--- src/rtl/hazard_unit_pkg.sv ---
// ---------------------------------------------------------------------------
// hazard_unit_pkg
// Shared types for the hazard controller and its neighbours (forwarding, the
// source-use decoder): register index, opcode, hazard FSM state and the
// RV64 major opcodes needed to decide which source registers are read.
// ---------------------------------------------------------------------------
package hazard_unit_pkg;

    typedef logic [4:0] reg_t;
    typedef logic [6:0] opcode_t;

    typedef enum logic [1:0] {
        RUN      = 2'd0,
        MD_BUSY  = 2'd1,
        MEM_WAIT = 2'd2
    } hu_state_t;

    localparam opcode_t OPC_LOAD   = 7'b0000011;
    localparam opcode_t OPC_OP_IMM = 7'b0010011;
    localparam opcode_t OPC_AUIPC  = 7'b0010111;
    localparam opcode_t OPC_STORE  = 7'b0100011;
    localparam opcode_t OPC_OP     = 7'b0110011;
    localparam opcode_t OPC_LUI    = 7'b0110111;
    localparam opcode_t OPC_OP_32  = 7'b0111011;
    localparam opcode_t OPC_BRANCH = 7'b1100011;
    localparam opcode_t OPC_JAL    = 7'b1101111;

endpackage

--- src/rtl/hazard_unit_src_use_decode.sv ---
// ---------------------------------------------------------------------------
// src_use_decode
// Combinational decode of which source registers an instruction really reads,
// so a matching but unused rs field never raises a false hazard.
//   opcode   : major opcode of the instruction
//   uses_rs1 : rs1 is read (everything except LUI, AUIPC, JAL)
//   uses_rs2 : rs2 is read (R-type, RV64 R-type word ops, stores, branches)
// ---------------------------------------------------------------------------
module src_use_decode
    import hazard_unit_pkg::*;
(
    input  opcode_t opcode,
    output logic    uses_rs1,
    output logic    uses_rs2
);

    always_comb begin
        uses_rs1 = !(opcode inside {OPC_LUI, OPC_AUIPC, OPC_JAL});
        uses_rs2 = opcode inside {OPC_OP, OPC_OP_32, OPC_STORE, OPC_BRANCH};
    end

endmodule

--- src/rtl/hazard_unit.sv ---
// ---------------------------------------------------------------------------
// hazard_unit
// Hazard controller for the 5-stage RV64 pipeline: load-use, multi-cycle
// mul/div, data-memory wait states and taken-branch redirects.
// Priority in every state: mem wait > mul/div > branch flush > load-use.
//   inputs : FD sources/opcode, DE rd/load/muldiv flags, md_done pulse,
//            EM memory request + dmem_ready, EM taken branch
//   outputs: stall_fd/de/em (hold), flush_fd/de/mw (bubble) -- combinational;
//            md_start pulse, sticky md_error, saturating stall_count -- registered
// ---------------------------------------------------------------------------
module hazard_unit
    import hazard_unit_pkg::*;
#(
    parameter int CNT_W      = 32,
    parameter int MD_TIMEOUT = 64
) (
    input  logic             clk,
    input  logic             rst,
    input  reg_t             rs1_fd,
    input  reg_t             rs2_fd,
    input  opcode_t          opcode_fd,
    input  reg_t             rd_de,
    input  logic             MemRead_de,
    input  logic             md_op_de,
    input  logic             md_done,
    input  logic             mem_req_em,
    input  logic             dmem_ready,
    input  logic             branch_taken_em,
    output logic             stall_fd,
    output logic             stall_de,
    output logic             stall_em,
    output logic             flush_fd,
    output logic             flush_de,
    output logic             flush_mw,
    output logic             md_start,
    output logic             md_error,
    output logic [CNT_W-1:0] stall_count
);

    localparam int              TO_W    = $clog2(MD_TIMEOUT + 1);
    localparam logic [TO_W-1:0] TO_LAST = TO_W'(MD_TIMEOUT - 1);

    hu_state_t       state, state_nxt;
    hu_state_t       ret_state, ret_nxt;  // where MEM_WAIT goes back to
    hu_state_t       eff_state;           // the state the non-memory rules see
    logic            md_finished, md_fin_nxt;
    logic [TO_W-1:0] md_cnt;
    logic            md_start_nxt;
    logic            uses_rs1, uses_rs2;
    logic            mem_stall, load_use, timeout_hit;

    src_use_decode u_src_use_decode (
        .opcode   (opcode_fd),
        .uses_rs1 (uses_rs1),
        .uses_rs2 (uses_rs2)
    );

    assign mem_stall   = mem_req_em && !dmem_ready;
    assign load_use    = MemRead_de && (rd_de != '0) &&
                         ((uses_rs1 && (rs1_fd == rd_de)) ||
                          (uses_rs2 && (rs2_fd == rd_de)));
    assign timeout_hit = (state == MD_BUSY) && (md_cnt == TO_LAST);
    // A memory wait only suspends the mul/div sequence; the other rules keep
    // seeing the interrupted state.
    assign eff_state   = (state == MEM_WAIT) ? ret_state : state;

    always_comb begin
        // NOTE: every output of this block gets a default first, so no path
        // leaves a signal unassigned and no latch is inferred.
        stall_fd     = 1'b0;
        stall_de     = 1'b0;
        stall_em     = 1'b0;
        flush_fd     = 1'b0;
        flush_de     = 1'b0;
        flush_mw     = 1'b0;
        md_start_nxt = 1'b0;
        state_nxt    = RUN;
        ret_nxt      = RUN;
        md_fin_nxt   = 1'b0;

        // Controls are forced low while reset is held, whatever the inputs.
        if (!rst) begin
            if (mem_stall) begin
                stall_fd  = 1'b1;
                stall_de  = 1'b1;
                stall_em  = 1'b1;
                flush_mw  = 1'b1;
                state_nxt = MEM_WAIT;
                ret_nxt   = eff_state;
                md_fin_nxt = md_finished;
                // A mul/div that finishes while DE is frozen must not relaunch
                // on release, since the same instruction is still in DE.
                if ((eff_state == MD_BUSY) && (md_done || timeout_hit)) begin
                    ret_nxt    = RUN;
                    md_fin_nxt = 1'b1;
                end
            end else if ((eff_state == MD_BUSY) && !md_done && !timeout_hit) begin
                stall_fd  = 1'b1;
                stall_de  = 1'b1;
                state_nxt = MD_BUSY;
            end else if ((eff_state == RUN) && md_op_de && !md_finished) begin
                md_start_nxt = 1'b1;
                stall_fd     = 1'b1;
                stall_de     = 1'b1;
                state_nxt    = MD_BUSY;
            end else if (branch_taken_em) begin
                flush_fd = 1'b1;
                flush_de = 1'b1;
            end else if ((eff_state == RUN) && load_use) begin
                stall_fd = 1'b1;
                flush_de = 1'b1;
            end
        end
    end

    always_ff @(posedge clk or posedge rst) begin
        if (rst) begin
            state       <= RUN;
            ret_state   <= RUN;
            md_finished <= 1'b0;
            md_cnt      <= '0;
            md_start    <= 1'b0;
            md_error    <= 1'b0;
            stall_count <= '0;
        end else begin
            // NOTE: state registers use non-blocking assignments so every
            // flop samples the pre-edge values of the others.
            state       <= state_nxt;
            ret_state   <= ret_nxt;
            md_finished <= md_fin_nxt;
            md_start    <= md_start_nxt;
            md_error    <= md_error || timeout_hit;
            // Busy cycles accumulate across an interrupting memory wait.
            if (state == MD_BUSY) begin
                md_cnt <= md_cnt + 1'b1;
            end else if (state == RUN) begin
                md_cnt <= '0;
            end
            if (stall_fd && (stall_count != '1)) begin
                stall_count <= stall_count + 1'b1;
            end
        end
    end

endmodule

--- config.mk ---
export PLATFORM = sky130hd
export DESIGN_NAME = hazard_unit
export DESIGN_NICKNAME = d
export VERILOG_FILES = /design/src/rtl/hazard_unit_pkg.sv /design/src/rtl/hazard_unit_src_use_decode.sv /design/src/rtl/hazard_unit.sv
export SDC_FILE = /design/constraint.sdc
export NUM_CORES = 1
export LEC_CHECK = 0
export CORE_MARGIN = 3
export CORE_UTILIZATION = 41
export CTS_BUF_LIST = sky130_fd_sc_hd__clkbuf_8 sky130_fd_sc_hd__clkbuf_16
export DETAILED_ROUTE_END_ITERATION = 8
export GPL_TIMING_DRIVEN = 0
export PLACE_DENSITY = 0.78
export REMOVE_ABC_BUFFERS = 1
export SLEW_MARGIN = 10
export SYNTH_ARGS = -nofsm -noshare
export SYNTH_HDL_FRONTEND = slang
export SYNTH_HIERARCHICAL = 1
export SYNTH_SLANG_ARGS = --single-unit
--- constraint.sdc ---
create_clock -name clk -period 3.14 [get_ports clk]
set_input_delay 0.471 -clock clk [delete_from_list [all_inputs] [get_ports clk]]
set_output_delay 0.471 -clock clk [all_outputs]
set_load 0.005 [all_outputs]
Word level (Yosys, flattened, before mapping)
Index checks and enable logic that the tools add are counted.
{"block": "totals", "regBits": 46, "word_cells": 89}
{"block": "op_classes", "add_sub_neg": 2, "eq_ne": 15, "muxes": 38, "reduce_logical": 27}
{"operator": "7-bit by 6-bit equality test with 1-bit output (second input constant)", "count": 5}
{"operator": "32-bit by 1-bit adder with 32-bit output (second input constant)", "count": 1}
{"operator": "32-bit inequality test (second input constant)", "count": 1}
{"operator": "1-bit 2-to-1 mux", "count": 30}
{"operator": "7-bit equality test (second input constant)", "count": 2}
{"operator": "7-bit 2-to-1 mux", "count": 2}
{"operator": "1-bit logical AND", "count": 13}
{"operator": "2-bit 2-to-1 mux", "count": 6}
{"operator": "5-bit equality test", "count": 2}
{"operator": "7-bit by 1-bit adder with 7-bit output (second input constant)", "count": 1}
{"operator": "7-bit by 5-bit equality test with 1-bit output (second input constant)", "count": 1}
{"operator": "1-bit logical NOT", "count": 5}
{"operator": "5-bit nonzero test", "count": 1}
{"operator": "2-bit by 1-bit equality test with 1-bit output (second input constant)", "count": 2}
{"operator": "2-bit logical NOT", "count": 2}
{"operator": "4-bit nonzero test", "count": 1}
{"operator": "1-bit logical OR", "count": 3}
{"operator": "3-bit by 2-bit inequality test with 1-bit output (second input constant)", "count": 1}
{"operator": "3-bit nonzero test", "count": 1}
{"operator": "2-bit equality test (second input constant)", "count": 1}
{"operator": "2-bit nonzero test", "count": 1}

Logic depth before layout (Yosys ltp)
{"block": "logic_depth", "word_depth": 14, "mapped_depth": 9}

Cells and area by module
Netlist, hierarchy kept.
{"mod": "hazard_unit", "n_inst": 1, "cells_each": 253, "area_each_um2": 2476.1, "seq_area_each_um2": 1151.1}
{"mod": "src_use_decode", "n_inst": 1, "cells_each": 6, "area_each_um2": 51.3, "seq_area_each_um2": 0.0}

Worst setup path before layout
OpenSTA, ideal clock, no wires.
{"block": "synth_path", "path_kind": "input-to-output", "start": "input port rst", "end": "output port stall_em", "t_arrival_ns": 1.947, "t_required_ns": 2.669, "setup_slack_ns": 0.722, "stages": 4, "n_path_buf": 1, "path_cell_list": "inv_1 > nand2_1 > inv_1 > buf_4"}
{"block": "synth_via", "elab_chain_len": 1}
{"element": "start, declared", "line": "hazard_unit.sv:18", "rtl": "input logic rst,"}
{"element": "1-bit 2-to-1 mux"}
{"element": "end, declared", "line": "hazard_unit.sv:31", "rtl": "output logic stall_em,"}
No other way between the ends.

Worst setup path after layout
{"block": "layout_path", "start": "input port opcode_fd[4]", "end": "output port stall_fd"}
{"element": "start, declared", "line": "hazard_unit.sv:21", "rtl": "input opcode_t opcode_fd,"}
{"element": "7-bit by 6-bit equality test with 1-bit output or 7-bit equality test (tied branches)", "line": "hazard_unit_src_use_decode.sv:19", "rtl": "uses_rs2 = opcode inside {OPC_OP, OPC_OP_32, OPC_STORE, OPC_BRANCH};"}
{"element": "4-bit nonzero test (*)", "line": "hazard_unit_src_use_decode.sv:19"}
{"element": "named net uses_rs2", "line": "hazard_unit.sv:49", "rtl": "logic uses_rs1, uses_rs2;"}
{"element": "1-bit logical AND (*)", "line": "hazard_unit.sv:61", "rtl": "(uses_rs2 && (rs2_fd == rd_de)));"}
{"element": "1-bit logical OR (*)", "line": "hazard_unit.sv:60", "rtl": "((uses_rs1 && (rs1_fd == rd_de)) ||"}
{"element": "1-bit logical AND (*)", "line": "hazard_unit.sv:59", "rtl": "assign load_use = MemRead_de && (rd_de != '0) &&"}
{"element": "1-bit logical AND (*)", "line": "hazard_unit.sv:109", "rtl": "end else if ((eff_state == RUN) && load_use) begin"}
{"element": "1-bit 2-to-1 mux (*)", "line": "hazard_unit.sv:109"}
{"element": "1-bit 2-to-1 mux (*)", "line": "hazard_unit.sv:106", "rtl": "end else if (branch_taken_em) begin"}
{"element": "1-bit 2-to-1 mux (*)", "line": "hazard_unit.sv:101", "rtl": "end else if ((eff_state == RUN) && md_op_de && !md_finished) begin"}
{"element": "1-bit 2-to-1 mux (*)", "line": "hazard_unit.sv:97", "rtl": "end else if ((eff_state == MD_BUSY) && !md_done && !timeout_hit) begin"}
{"element": "1-bit 2-to-1 mux (*)", "line": "hazard_unit.sv:83", "rtl": "if (mem_stall) begin"}
{"element": "1-bit 2-to-1 mux (*)", "line": "hazard_unit.sv:82", "rtl": "if (!rst) begin"}
{"element": "end, declared", "line": "hazard_unit.sv:29", "rtl": "output logic stall_fd,"}
Mark *: on every way through the listed nets, which the timed path passes. The rest lies on a longest branch.

==> results.cfg <==
[setup_path]
endpoint = stall_fd
crit_arrival_ns = 2.57
crit_start = opcode_fd[4]
reg2regPathDepth = 5
path_class = input port to output port
reg2reg_setup_slack_ns = 0.54
startpoint_type = input port
cp-end-kind = output port
r2r_start = stall_count[7]$_DFFE_PP0P_
worstReg2RegEnd = stall_count[1]$_DFFE_PP0P_
path_max_fanout = 14
crit_required_ns = 2.67

[global_routing]
grt_max_degree = 38
antenna_found_initial = 0
grt_pass1_vias = 2167
grt_pass1_wl_mm = 10.5
gr-total-overflow = 0
grt_usage = 0.180

[logic_synthesis]
yosys_register_bits = 46
syn_area_um2 = 2530
synthCells = 259
synth-edff-count = 0
synthArstFlopShare = 1.00
synth_top_area_frac = 0.455
ys_seq_area_frac = 0.455
yosys_most_used_dff = dfrtp_1
syn_area_per_cell_um2 = 9.76
synth_area_leaders = dfrtp_1 46%, xor2_1 10%, xnor2_1 3.8%
yosys_warnings = 6
synth.largest_area_cell = dfrtp_1
synth_cell_types = 46

[drt]
post_drt_wl_per_cell_um = 15.1
drc_errors = 0
vias = 2154
wl_mm = 6.10
dr.pass1.iters = 4
drt-initial-drc-count = 132
avgViaCountPerCell = 5.33
antenna_left = 0

[floorplan]
ioPinCount = 70
core_area_um2 = 5740
core.rowCount = 27
die_w_um = 84.5
die_area_um2 = 7140
die_h_um = 84.5
start_util = 0.440

[cts]
worstSkewPairLatency_ns = 0.30
clkTransAtPathRegs_ns = 0.08
cts_buffers = 5
clockBufferDepth = 2
htreeDepth = 2
clock-sinks = 46
cts_tree = built
cts_root_buf = clkbuf_8

[min_path]
hold_depth = 1
holdCritPathClass = register to register

[cells_and_area]
area_delta_synth_final_pct = 37.0
final_cell_mix = 69 x clkdlybuf4s50_1, 45 x dfrtp_1, 30 x xor2_1
fin_nets = 363
drive_gt1_frac = 0.0663
final_common_cell = clkdlybuf4s50_1
fin_util = 0.603
fill_cells = 509
num_antenna_cells = 0

[placement]
place_congestion = 0.826
dp_hpwl_mm = 4.45
port_buffers = 69

[pwr]
power.internal_w = 0.00108
swShare = 0.270
ir_drop_mv = 0.317
power_switching_w = 0.000398
p_leak_nw = 1.50
combinationalPowerShare = 0.222
p_per_area_nw_per_um2 = 426
p_seq_frac = 0.488
p_total_w = 0.00148
p_clk_frac = 0.290

[sta]
worstMarginPinSlew_ns = 0.582
rsz0062_at_grt = false
fin_crit_ns = 3.04
maxSlewViolCount = 0
finalCritPeriodShare = 0.968
skew_ns = 0.0116
slew_headroom = 0.609
setup_viol_count_final = 0
holdWs_ns = 0.480
clock.fmax_mhz = 329
final_hold_viol_count = 0

[status]
status = finished, final reports clean

[flow_run]
cap_violations = 0
[timing repair]
item                                    CTS  global route
gates cloned                              0             1
hold buffers                              0             0
buffers inserted                          0             1
endpoints found under the setup margin    1             1
pin swaps                                 0             2
gates resized for setup                   1             4
[per-stage QoR]
| stage | setup WS [ns] | std cells | instance area [µm²] | setup TNS [ns] |
|---|---|---|---|---|
| global route | 0.0144 | 404 | 3460 | 0 |
| global placement | -0.647 | 392 | 3260 | -2.19 |
| detailed placement | -0.0843 | 394 | 3320 | -0.0843 |
| CTS | 0.0133 | 402 | 3430 | 0 |
| floorplan | 0.569 | 251 | 2480 | 0 |
| finish | 0.100 | 404 | 3460 | 0 |
[power groups by stage]
stage / logic (W) / registers, W / clock network, W
after global routing: 0.000358 / 0.000735 / 0.000471
after CTS: 0.000326 / 0.000722 / 0.000438
after global placement: 0.000303 / 0.000730 / 0
after detailed placement: 0.000322 / 0.000732 / 0
final: 0.000327 / 0.000721 / 0.000428
after floorplan: 0.000127 / 0.000723 / 0
[worst max-delay path, stage by stage]
cell and delay [ns]:
clkdlybuf4s50_1 0.52, and2b_2 0.24, a211oi_2 0.15, nand2_1 0.09, o22ai_2 0.24, a31oi_4 0.12
clkbuf_16 0.20, inv_1 0.05, clkdlybuf4s50_1 0.49
[area by class of cell]
type | count | area (µm²) | area share
Clock inverter | 3 | 37.5 | 0.0108
Timing Repair Buffer | 73 | 754 | 0.218
Inverter | 8 | 30.0 | 0.00867
Sequential cell | 46 | 1150 | 0.333
Clock buffer | 5 | 68.8 | 0.0199
Multi-Input combinational cell | 197 | 1330 | 0.384
Tap cell | 72 | 90.1 | 0.0260
[metal layers]
| layer | global-route usage | share of wire |
|---|---|---|
| met3 | 0.0343 | 0.054 |
| met5 | 0 | 0 |
| met2 | 0.287 | 0.49 |
| met1 | 0.244 | 0.44 |
| met4 | 0.0633 | 0.014 |
[worst min path at each step]
| stage | from | endpoint | slack, ns |
|---|---|---|---|
| 6_report | md_error$_DFF_PP0_ | md_error$_DFF_PP0_ | 0.48 |
| 3_3_place_gp | md_error$_DFF_PP0_ | md_error$_DFF_PP0_ | 0.46 |
| 3_5_place_dp | md_error$_DFF_PP0_ | md_error$_DFF_PP0_ | 0.47 |
| 4_1_cts | md_error$_DFF_PP0_ | md_error$_DFF_PP0_ | 0.49 |
| 5_1_grt | md_error$_DFF_PP0_ | md_error$_DFF_PP0_ | 0.51 |
| 2_1_floorplan | md_error$_DFF_PP0_ | md_error$_DFF_PP0_ | 0.46 |
[flip-flops by register name, indices dropped and copies added (netlist names)]
signal	cells
md_cnt	7
md_error	1
md_finished	1
md_start	1
ret_state	2
stall_count	32
state	2
[Yosys cell counts, types with 2 or more instances]
| cell | instances |
|---|---|
| inv_1 | 8 |
| nor3b_1 | 5 |
| and2_1 | 3 |
| nand2b_1 | 3 |
| and4_1 | 3 |
| o22ai_1 | 2 |
| nand2_1 | 25 |
| xnor2_1 | 11 |
| a21oi_1 | 5 |
| nand4_1 | 12 |
| dfrtp_1 | 46 |
| buf_2 | 3 |
| nor3_1 | 14 |
| ha_1 | 2 |
| nor4_1 | 2 |
| clkbuf_1 | 3 |
| nor4b_1 | 7 |
| xor2_1 | 30 |
| and3_1 | 3 |
| and4b_1 | 3 |
| o21ai_0 | 11 |
| nor2_1 | 22 |
| nand3_1 | 13 |
[cell families (layout without fill, tap and decap cells)]
group           after synthesis  in the layout  share of synthesized area
simple gates                126            126                      0.290
flops                        46             46                      0.455
xor+xnor                     41             41                      0.142
compound gates               26             26                     0.0634
buf+inv                      16             89                     0.0297
fa+ha+maj                     2              2                    0.00990
mux                           2              2                    0.00990
Power figures use the tool's default switching activity.
